===== config.mk =====
export PLATFORM = sky130hd
export DESIGN_NAME = seq_detector_param
export DESIGN_NICKNAME = d
export VERILOG_FILES = /design/src/rtl/seq_det_pkg.sv /design/src/rtl/sat_counter.sv /design/src/rtl/seq_detector_param.sv
export SDC_FILE = /design/constraint.sdc
export NUM_CORES = 1
export LEC_CHECK = 0
export ABC_AREA = 1
export BUFFER_PORTS_ARGS = -buffer_cell sky130_fd_sc_hd__clkbuf_2
export CORE_UTILIZATION = 55
export CTS_CLUSTER_DIAMETER = 60
export DETAILED_ROUTE_END_ITERATION = 8
export GPL_ROUTABILITY_DRIVEN = 0
export MAX_ROUTING_LAYER = met4
export PLACE_DENSITY = 0.77
export SETUP_SLACK_MARGIN = 0.2
export SLEW_MARGIN = 20
export SYNTH_ARGS = -nofsm -noshare
export SYNTH_HDL_FRONTEND = slang
export SYNTH_SLANG_ARGS = --single-unit

===== constraint.sdc =====
create_clock -name clock -period 2.2 [get_ports clock]
set_input_delay 0.22 -clock clock [delete_from_list [all_inputs] [get_ports clock]]
set_output_delay 0.22 -clock clock [all_outputs]
set_load 0.05 [all_outputs]

===== src/rtl/seq_det_pkg.sv =====
// Shared types and widths for the parametrised serial sequence detector.
package seq_det_pkg;

    localparam int unsigned PAT_LEN_MIN = 2;
    localparam int unsigned PAT_LEN_MAX = 16;

    // Wide enough to count up to PAT_LEN for every legal pattern length.
    localparam int unsigned FILL_W = $clog2(PAT_LEN_MAX + 1);

    typedef enum logic [1:0] {
        UNARMED = 2'd0,
        FILL    = 2'd1,
        HUNT    = 2'd2
    } state_t;

    function automatic int unsigned fill_width(input int unsigned pat_len);
        return $clog2(pat_len + 1);
    endfunction

endpackage


===== src/rtl/sat_counter.sv =====
// Saturating up-counter with synchronous clear; sat flags the all-ones value.
module sat_counter #(
    parameter int unsigned W = 8
) (
    input  logic         clock,
    input  logic         reset_b,
    input  logic         clear,
    input  logic         inc,
    output logic [W-1:0] q,
    output logic         sat
);

    assign sat = &q;

    always_ff @(posedge clock or negedge reset_b) begin
        if (!reset_b) begin
            q <= '0;
        end else if (clear) begin
            q <= '0;
        end else if (inc && !sat) begin
            q <= q + W'(1);
        end
    end

endmodule


===== src/rtl/seq_detector_param.sv =====
// Serial bit-pattern detector with runtime-loaded pattern, selectable overlap
// and a saturating match counter.
module seq_detector_param
    import seq_det_pkg::*;
#(
    parameter int unsigned PAT_LEN = 4,
    parameter int unsigned CNT_W   = 8
) (
    input  logic               clock,
    input  logic               reset_b,
    input  logic               load_pat,
    input  logic [PAT_LEN-1:0] pattern,
    input  logic               overlap_en,
    input  logic               in_valid,
    input  logic               in_bit,
    output logic               armed,
    output logic               match,
    output logic [CNT_W-1:0]   match_count,
    output logic               count_sat
);

    state_t               state;
    logic [PAT_LEN-1:0]   pat_q;
    logic [PAT_LEN-1:0]   hist;
    logic [FILL_W-1:0]    fill;

    logic                 accept;
    logic [PAT_LEN-1:0]   hist_n;
    logic [FILL_W-1:0]    fill_n;
    logic                 fill_done;
    logic                 cmp_en;
    logic                 hit;

    // A bit is taken only when armed and not pre-empted by a reload.
    always_comb begin
        accept    = in_valid && (state != UNARMED) && !load_pat;
        hist_n    = {hist[PAT_LEN-2:0], in_bit};
        fill_n    = fill + FILL_W'(1);
        fill_done = (state == FILL) && (fill_n == FILL_W'(PAT_LEN));
        cmp_en    = (state == HUNT) || fill_done;
        hit       = accept && cmp_en && (hist_n == pat_q);
    end

    assign armed = (state != UNARMED);

    always_ff @(posedge clock or negedge reset_b) begin
        if (!reset_b) begin
            state <= UNARMED;
            pat_q <= '0;
            hist  <= '0;
            fill  <= '0;
            match <= 1'b0;
        end else if (load_pat) begin
            state <= FILL;
            pat_q <= pattern;
            hist  <= '0;
            fill  <= '0;
            match <= 1'b0;
        end else begin
            match <= hit;
            if (accept) begin
                if (hit && !overlap_en) begin
                    // Non-overlapping: the next match needs a full fresh window.
                    state <= FILL;
                    hist  <= '0;
                    fill  <= '0;
                end else begin
                    hist <= hist_n;
                    if (state == FILL) begin
                        fill <= fill_n;
                        if (fill_done) begin
                            state <= HUNT;
                        end
                    end
                end
            end
        end
    end

    sat_counter #(
        .W (CNT_W)
    ) u_match_cnt (
        .clock   (clock),
        .reset_b (reset_b),
        .clear   (load_pat),
        .inc     (hit),
        .q       (match_count),
        .sat     (count_sat)
    );

endmodule


==> impl_metrics.ini <==
[logic_synthesis]
ys_ff_latch = 23
ys_seq_area_frac = 0.415
yosysWarningCount = 0
synth_cell_types = 25
syn_area_per_cell_sq_um = 7.75
synth_fp_nets = 192
synthCells = 179
syn_area_sq_mm = 0.00139

[cells_and_area]
fin_cells = 230
layout_commonest_cell = nand2_1
final_layout_size_suffix_gt1_frac = 0.233
multi_input_area_sq_um = 714
fin_util = 0.680
design_area_sq_mm = 0.00156
area_growth_pct = 12.5
final_cell_mix = 56 x nand2_1, 23 x nand3_1, 21 x dfrtp_1, 19 x inv_1, 19 x clkbuf_2
layout.nets = 216
seq_area_sq_um = 578
nFillCells = 209
antennaDiodeCount = 0

[placed_design]
hpwlAfterDp_mm = 2.15
io_buffers = 20
placed_cells = 225
place_area_sq_mm = 0.00152
dp_slack_ps = 487

[pwr]
ir_drop_mv = 0.394
finalPower_uw = 827
leakagePower_nw = 0.840
p_per_area_mw_per_mm2 = 529

[clock_network]
h-tree-depth = 1
postCtsSetupBuffers = 0
cts.sinks = 23
cts_tree = done
worst_skew_pair.late_latency_ps = 300
clock_path_buffers = 2
clock-root-buffer = clkbuf_4
cts_buffers = 3
cts.reportedPaths.clkPinSlew_ps = 130

[critical_path]
crit_type = reg2out
arrival_ps = 1670
cp-end-kind = output pin
critPathMaxStageDelay_ps = 420
cp_top_family = flip-flops
crit_fanout = 4
critPathRequiredTime_ps = 1980
crit_path_start_kind = flip-flop
critPathBufInv = 2
worst_path_max_delay_cell = dfrtp_2
path_cells = ha_1 > nand3_1 > nor2_1 > inv_1 > nor2_4 > buf_4

[detailed_routing]
wl_per_cell_um = 12.4
wl_mm = 2.85
ant_nets = 0
num_vias = 1186
drt_first_pass_iters = 4
vias_per_cell = 5.16
route.detailed.drc = 0
drt_iter0_drc = 13

[global_route]
track_usage = 0.253
gr-total-overflow = 0
antenna_found_initial = 0
grt_pass1_vias = 1156
grt_start_max_net_pins = 24
grt_pass1_wl_mm = 4.92

[timing]
drv_slew = 0
finalSetupViolations = 0
layout_setup_ws_ps = 309
hold_violations = 0
fin_crit_sh = 0.859
finalCriticalPeriod_ps = 1890
finalClockSkew_ps = 3.01
timing.hold.ws_ps = 109
grt_setup_unrepaired = no
tightest_slew_ps = 574
fmaxAchievable_ghz = 0.529
setup_tns_ps = 0
relSlewSlack = 0.618

[worst_hold_path]
hold_path_class = in2reg

[floorplanning]
fp.dieH_um = 52.2
die_w_um = 52.2
die-area_sq_mm = 0.00273
ios = 21
start_util = 0.604
core_area_sq_mm = 0.00230
rows = 17

[run]
maxCapViolCount = 0

[status]
status = finished, final reports clean
==> area by class of cell <==
type                            instances  area share
Tap cell                               28      0.0224
Timing Repair Buffer                   21      0.0721
Inverter                               24      0.0609
Multi-Input combinational cell        130       0.458
Clock buffer                            4      0.0168
Sequential cell                        23       0.370
==> worst min-delay path: cells and delay by family <==
family,cells,cell delay [ps]
simple gates,1,40
compound gates,1,50
buf+inv,1,70
==> power by group <==
part           internal (mW)  switching [mW]
combinational         0.0511           0.100
clock                 0.0706           0.126
sequential             0.448          0.0312
==> Yosys cell counts, drive strengths merged <==
| cell | count | area share |
|---|---|---|
| dfrtp | 23 | 0.41 |
| xor2 | 4 | 0.025 |
| nand3 | 26 | 0.12 |
| buf | 1 | 0.0027 |
| o21ai | 8 | 0.029 |
| nor3 | 1 | 0.0036 |
| o211ai | 1 | 0.0054 |
| ha | 3 | 0.027 |
| a21oi | 1 | 0.0036 |
| inv | 24 | 0.069 |
| nand2 | 64 | 0.21 |
| xnor2 | 1 | 0.0063 |
| clkbuf | 1 | 0.0027 |
| nand4 | 3 | 0.014 |
| nor2 | 18 | 0.077 |
==> cells by family (layout without fill, tap and decap cells) <==
kind of cell | after synthesis | after routing | synth area share
adder cells (fa/ha/maj) | 3 | 3 | 0.0271
XOR/XNOR | 5 | 5 | 0.0316
AND/OR/NAND/NOR | 112 | 112 | 0.415
buffers and inverters | 26 | 49 | 0.0739
flip-flops | 23 | 23 | 0.415
AO/OA/AOI/OAI | 10 | 10 | 0.0379
==> layer usage <==
| layer | routed length [um] | vias to the layer above | global-route usage |
|---|---|---|---|
| met1 | 1260 | 547 | 0.298 |
| met4 | 18 | 0 | 0.0965 |
| met5 | 0 | - | - |
| li1 | - | 610 | - |
| met2 | 1480 | 27 | 0.440 |
| met3 | 89 | 2 | 0.0319 |
==> worst paths after layout <==
path | slack, ps | cells after the start | end | start
setup / recovery | 310 | 6 | count_sat | u_match_cnt.q[0]
hold / removal | 110 | 3 | pat_q[0] | pattern[0]
setup reg to reg | 460 | 13 | u_match_cnt.q[3] | fill[0]
hold reg to reg | 540 | 2 | state[0] | state[0]
max in group asynchronous | 1370 | 2 | u_match_cnt.q[1] | reset_b
min in group asynchronous | 420 | 2 | state[0] | reset_b
==> timing repair <==
action                     CTS  global route
hold endpoints to repair    23             0
resized for setup            0             3
hold buffers                 1             0
setup endpoints to repair    0             1
==> state kept, by name, indices dropped and copies added (netlist names) <==
signal         flops
u_match_cnt.q      8
fill               5
pat_q              4
hist               3
state              2
match              1
Power figures use the tool's default switching activity.
